$ cat config.mk
export PLATFORM = sky130hd
export DESIGN_NAME = store_size_unit_flat
export DESIGN_NICKNAME = d
export VERILOG_FILES = /design/src/rtl/store_size_unit_if.sv /design/src/rtl/store_size_unit.sv /design/src/flat_wrapper.sv
export SDC_FILE = /design/constraint.sdc
export NUM_CORES = 1
export LEC_CHECK = 0
export CORE_ASPECT_RATIO = 1.2
export CORE_MARGIN = 3
export CORE_UTILIZATION = 38
export DETAILED_ROUTE_END_ITERATION = 7
export GPL_TIMING_DRIVEN = 0
export PLACE_DENSITY = 0.82
export SKIP_CTS_REPAIR_TIMING = 1
export SLEW_MARGIN = 0
export SYNTH_ARGS = -nofsm -noshare
export SYNTH_HDL_FRONTEND = slang
export SYNTH_SLANG_ARGS = --single-unit
$ cat constraint.sdc
create_clock -name clk -period 1.55 [get_ports clk]
set_clock_uncertainty 0.1 [all_clocks]
set_input_delay 0.155 -clock clk [delete_from_list [all_inputs] [get_ports clk]]
set_output_delay 0.155 -clock clk [all_outputs]
set_load 0.05 [all_outputs]
$ cat src/rtl/store_size_unit_if.sv
// rtl/store_size_unit_if.sv - request and data-memory signals of the store size unit.
interface store_size_unit_if;
   logic        start;
   logic [1:0]  storeSel;
   logic [31:0] addr;
   logic [31:0] storeData;
   logic [31:0] memDataIn;
   logic [31:0] memAddr;
   logic [31:0] memDataOut;
   logic        memWr;
   logic        busy;
   logic        done;
   logic        alignErr;

   modport master (
      output start, storeSel, addr, storeData, memDataIn,
      input  memAddr, memDataOut, memWr, busy, done, alignErr
   );

   modport slave (
      input  start, storeSel, addr, storeData, memDataIn,
      output memAddr, memDataOut, memWr, busy, done, alignErr
   );
endinterface

$ cat src/rtl/store_size_unit.sv
// rtl/store_size_unit.sv - SB/SH/SW store engine; sub-word stores read-modify-write the memory word.
module store_size_unit #(
   parameter int READ_LAT    = 1,
   parameter int CHECK_ALIGN = 0
) (
   input  logic clk,
   input  logic reset,
   store_size_unit_if.slave bus
);

   localparam logic [2:0] S_IDLE  = 3'd0;
   localparam logic [2:0] S_READ  = 3'd1;
   localparam logic [2:0] S_MERGE = 3'd2;
   localparam logic [2:0] S_WRITE = 3'd3;
   localparam logic [2:0] S_DONE  = 3'd4;
   localparam logic [2:0] S_ERR   = 3'd5;

   localparam logic [2:0] LAT_LAST = 3'(READ_LAT - 1);

   logic [2:0]  r_state;
   logic [31:0] r_addr;
   logic [31:0] r_data;
   logic [1:0]  r_sel;
   logic [31:0] r_merged;
   logic [2:0]  r_lat;

   logic        w_misaligned;
   logic [31:0] w_keep_mask;

   assign w_misaligned = (CHECK_ALIGN != 0) &&
                         (((bus.storeSel == 2'b01) && bus.addr[0]) ||
                          (bus.storeSel[1] && (bus.addr[1:0] != 2'b00)));

   // Memory bits above the stored byte/halfword survive the merge.
   assign w_keep_mask = (r_sel == 2'b01) ? 32'hFFFF_0000 : 32'hFFFF_FF00;

   always_ff @(posedge clk or negedge reset) begin
      if (!reset) begin
         r_state  <= S_IDLE;
         r_addr   <= '0;
         r_data   <= '0;
         r_sel    <= '0;
         r_merged <= '0;
         r_lat    <= '0;
      end else begin
         case (r_state)
            S_IDLE: begin
               if (bus.start) begin
                  r_addr <= bus.addr;
                  r_sel  <= bus.storeSel;
                  r_data <= bus.storeData;
                  if (w_misaligned) begin
                     r_state <= S_ERR;
                  end else if (bus.storeSel[1]) begin
                     r_merged <= bus.storeData;
                     r_state  <= S_WRITE;
                  end else begin
                     r_lat   <= '0;
                     r_state <= S_READ;
                  end
               end
            end
            S_READ: begin
               r_lat <= r_lat + 3'd1;
               if (r_lat == LAT_LAST) begin
                  r_state <= S_MERGE;
               end
            end
            S_MERGE: begin
               r_merged <= (bus.memDataIn & w_keep_mask) | (r_data & ~w_keep_mask);
               r_state  <= S_WRITE;
            end
            S_WRITE: r_state <= S_DONE;
            S_DONE:  r_state <= S_IDLE;
            S_ERR:   r_state <= S_IDLE;
            default: r_state <= S_IDLE;
         endcase
      end
   end

   // Outputs decode straight from registers so reset clears them without waiting for a clock.
   assign bus.memAddr    = r_addr;
   assign bus.memDataOut = r_merged;
   assign bus.memWr      = (r_state == S_WRITE);
   assign bus.busy       = (r_state != S_IDLE);
   assign bus.done       = (r_state == S_DONE);
   assign bus.alignErr   = (r_state == S_ERR);

endmodule

$ cat src/flat_wrapper.sv
// flat-port wrapper written by rule: the top's interface ports become plain ports
module store_size_unit_flat 
#(
   parameter int READ_LAT    = 1,
   parameter int CHECK_ALIGN = 0
)
  (clk, reset, bus_start, bus_storeSel, bus_addr, bus_storeData, bus_memDataIn, bus_memAddr, bus_memDataOut, bus_memWr, bus_busy, bus_done, bus_alignErr);
  store_size_unit_if bus_i ();
  input  logic clk;
  input  logic reset;
  input wire logic [$bits(bus_i.start)-1:0] bus_start;
  input wire logic [$bits(bus_i.storeSel)-1:0] bus_storeSel;
  input wire logic [$bits(bus_i.addr)-1:0] bus_addr;
  input wire logic [$bits(bus_i.storeData)-1:0] bus_storeData;
  input wire logic [$bits(bus_i.memDataIn)-1:0] bus_memDataIn;
  output wire logic [$bits(bus_i.memAddr)-1:0] bus_memAddr;
  output wire logic [$bits(bus_i.memDataOut)-1:0] bus_memDataOut;
  output wire logic [$bits(bus_i.memWr)-1:0] bus_memWr;
  output wire logic [$bits(bus_i.busy)-1:0] bus_busy;
  output wire logic [$bits(bus_i.done)-1:0] bus_done;
  output wire logic [$bits(bus_i.alignErr)-1:0] bus_alignErr;
  assign bus_i.start = bus_start;
  assign bus_i.storeSel = bus_storeSel;
  assign bus_i.addr = bus_addr;
  assign bus_i.storeData = bus_storeData;
  assign bus_i.memDataIn = bus_memDataIn;
  assign bus_memAddr = bus_i.memAddr;
  assign bus_memDataOut = bus_i.memDataOut;
  assign bus_memWr = bus_i.memWr;
  assign bus_busy = bus_i.busy;
  assign bus_done = bus_i.done;
  assign bus_alignErr = bus_i.alignErr;
  store_size_unit #(.READ_LAT(READ_LAT), .CHECK_ALIGN(CHECK_ALIGN)) u_core (.clk(clk), .reset(reset), .bus(bus_i));
endmodule
==> results of run 1 <==
==> cells by family (layout without fill, tap and decap cells) <==
logic type,after synthesis,in the layout,share of synthesized area (%)
AO/OA/AOI/OAI,50,50,12.9
adder cells (fa/ha/maj),2,2,0.668
buffers and inverters,32,231,3.61
flip-flops,88,88,58.8
multiplexers,49,49,14.7
AND/OR/NAND/NOR,50,50,9.38
==> cells in the mapped netlist <==
library cell  instances
o211ai_1              8
nand3b_1              8
nor3b_2               1
o2bb2ai_1             1
nand2_1               1
inv_1                12
o21ai_0               4
nand2b_1             24
a21o_1                1
nand4b_1              1
a211oi_1              1
dfrtp_1              88
mux2_2               49
clkbuf_1              8
or4b_1                1
buf_2                12
a21oi_1               2
o221a_2              28
ha_1                  2
or3_1                 1
nor3_1                2
and3b_1               3
nor2_1                1
nor3b_1               1
o221a_1               4
or2_2                 1
o21a_1                1
nand3_1               2
nor2b_1               2
nor4b_4               1
==> layout make-up <==
type                       instances  area [µm²]
fill                             653        2620
sequential                        88        2200
timing repair buffer             187        2170
multi-input combinational        151        1880
clock buffer                      10         229
buffer                            18         214
tap                              123         154
clock inverter                     4        47.5
inverter                          12        45.0
==> worst max-delay path: cells and delay by family (launching register included) <==
kind	cells	cell delay (ns)
DFF	1	0.37
buffers and inverters	3	0.55
and+or+nand+nor	1	0.33
muxes	1	0.32
==> flip-flops by register name, summed over array words and instances, names as in the netlist <==
name,flops
u_core.r_state,3
u_core.bus.memDataOut,32
u_core.bus.memAddr,32
u_core.r_lat,3
u_core.r_sel,2
u_core.r_data,16
==> per-layer routing <==
layer / routed length (µm) / global-route usage [%] / part of all wire, %
met3: 411 / 3.70 / 3.4
met5: 0 / 0 / 0
met1: 4620 / 20.8 / 38
met4: 219 / 7.68 / 1.8
met2: 6800 / 33.6 / 56
==> how the worst min path moves through the flow <==
stage	endpoint	start	slack (ns)
6_report	u_core.bus.memAddr[1]$_DFFE_PN0P_	reset	0.17
5_1_grt	u_core.bus.memAddr[1]$_DFFE_PN0P_	reset	0.20
3_5_place_dp	u_core.bus.memAddr[1]$_DFFE_PN0P_	reset	-0.03
3_3_place_gp	u_core.r_data[7]$_DFFE_PN0P_	u_core.r_data[7]$_DFFE_PN0P_	0.38
2_1_floorplan	u_core.bus.memAddr[0]$_DFFE_PN0P_	reset	-0.24
4_1_cts	u_core.bus.memAddr[1]$_DFFE_PN0P_	reset	-0.39
==> through the flow <==
| step | instances | cell area, µm² | hold slack [ns] |
|---|---|---|---|
| finish | 593 | 6940 | 0.169 |
| detailed placement | 555 | 5570 | -0.0277 |
| global placement | 554 | 5550 | 0.380 |
| CTS | 569 | 5850 | -0.392 |
| global route | 593 | 6940 | 0.201 |
| floorplan | 271 | 3790 | -0.241 |
==> power groups by stage <==
stage | Sequential, mW | Clock [mW] | Combinational, mW
2_1_floorplan | 6.98 | 0 | 2.56
3_3_place_gp | 4.07 | 0 | 7.98
3_5_place_dp | 4.15 | 0 | 8.15
4_1_cts | 4.12 | 2.11 | 8.17
5_1_grt | 4.40 | 2.23 | 10.4
6_report | 4.26 | 2.06 | 10.0
==> reports/metrics.yaml, run 1 <==
power-per-cell-area_nw_per_um2: 2350
synth.avg_cell_area_um2: 13.8
cp_max_fo: 8
crit_end: "u_core.bus.memAddr[29]$_DFFE_PN0P_"
min_period_ns: 1.79
timing.final.hold_violations: 0
cts-buffers-inserted: 9
slowest_delay_ns: 0.37
synth_top_cells_by_area: "dfrtp_1 59%, mux2_2 15%, o221a_2 8.4%, nand2b_1 4.0%, buf_2 1.6%"
antennaDiodeCount: 0
max_clock_freq_mhz: 559
worstSetupPathType: "reg -> reg"
vias: 3083
switchingPower_mw: 6.87
clockRootBuffer: "clkbuf_16"
startpoint_type: "register"
p_total_mw: 16.3
ys_types: 30
grt_usage_pct: 18.3
maxCapViolations: 0
status: "finished, violations left"
synth_nets: 374
reg2regPathDepth: 5
end_kind: "register"
h-tree-depth: 3
finalSetupTns_ns: -16.40
cts.sinks: 88
reg2reg_to: "u_core.bus.memAddr[29]$_DFFE_PN0P_"
fin_ws_ns: -0.239
rows: 39
die_width_um: 96.7
yosysTopAreaCellShare_pct: 58.8
required_ns: 1.67
yosysTopAreaCell: "dfrtp_1"
grt_start_max_net_pins: 68
finalSetupViolations: 88
yosysWarnings: 0
routed_via_density: 5.20
worst_slew_pin_slew_ns: 0.550
start_util_pct: 39.2
pin_count: 169
violations: "negative setup slack"
crit_start: "u_core.r_state[0]$_DFFE_PN0P_"
fin_nets: 570
post_drt_wl_per_cell_um: 20.3
p_seq_share_pct: 26.1
drtAntennaViolNets: 0
die_area_um2: 11100
rrSetupSlack_ns: -0.24
clkTransAtPathRegs_ns: 0.06
grt_pass1_vias: 3178
worst_path_max_delay_cell: "dfrtp_1"
layout-drive-gt1-share_pct: 31.7
path_cells: "buf_6 -> nor4b_4 -> buf_6 -> clkbuf_16 -> mux2_2"
timing.final.crit_share_pct: 115
pre_cts_slack_ns: -0.595
maxSlewHeadroom_pct: 63.3
tritoncts: "yes"
crit_arrival_ns: 1.91
dp_hpwl_um: 7490
routed_wl_um: 12100
coreArea_um2: 9560
intPower_mw: 9.46
post-route-util_pct: 72.6
layout_common_cells: "91 x clkdlybuf4s50_1, 86 x dfrtp_1, 64 x dlymetal6s2s_1"
rsz0062_at_grt: "true"
power_frac_comb_pct: 61.3
grt_first_pass_wirelength_um: 16100
cts_max_path_buffers: 2
syn_inst: 271
drv_slew: 0
layout_commonest_cell: "clkdlybuf4s50_1"
die_h_um: 115
leakagePower_nw: 3.36
synth-seq-cells: 88
ir_drop_v: 0.00117
first_iter_violations: 166
grt-ovfl-total: 0
clkPwrFrac_pct: 12.6
drc: 0
r2r_start: "u_core.r_state[0]$_DFFE_PN0P_"
hp-class: "in -> async"
routabilityCongestion: 0.775
clk_latency_ns: 0.33
ys_seq_area_share_pct: 58.8
netlist_area_um2: 3750
syn2layout_area_growth_pct: 85.3
critPathMostFrequentCell: "buf_6"
p_sw_share_pct: 42.1
port_buffers: 160
antenna_found_initial: 0
first_pass_iters: 4
Power figures use the tool's default switching activity.
==> run 2: changes to the inputs <==
Settings changed: CAP_MARGIN from default to 5.
==> results of run 2 <==
The final DEF is identical to that of run 1; final timing and power are the same.
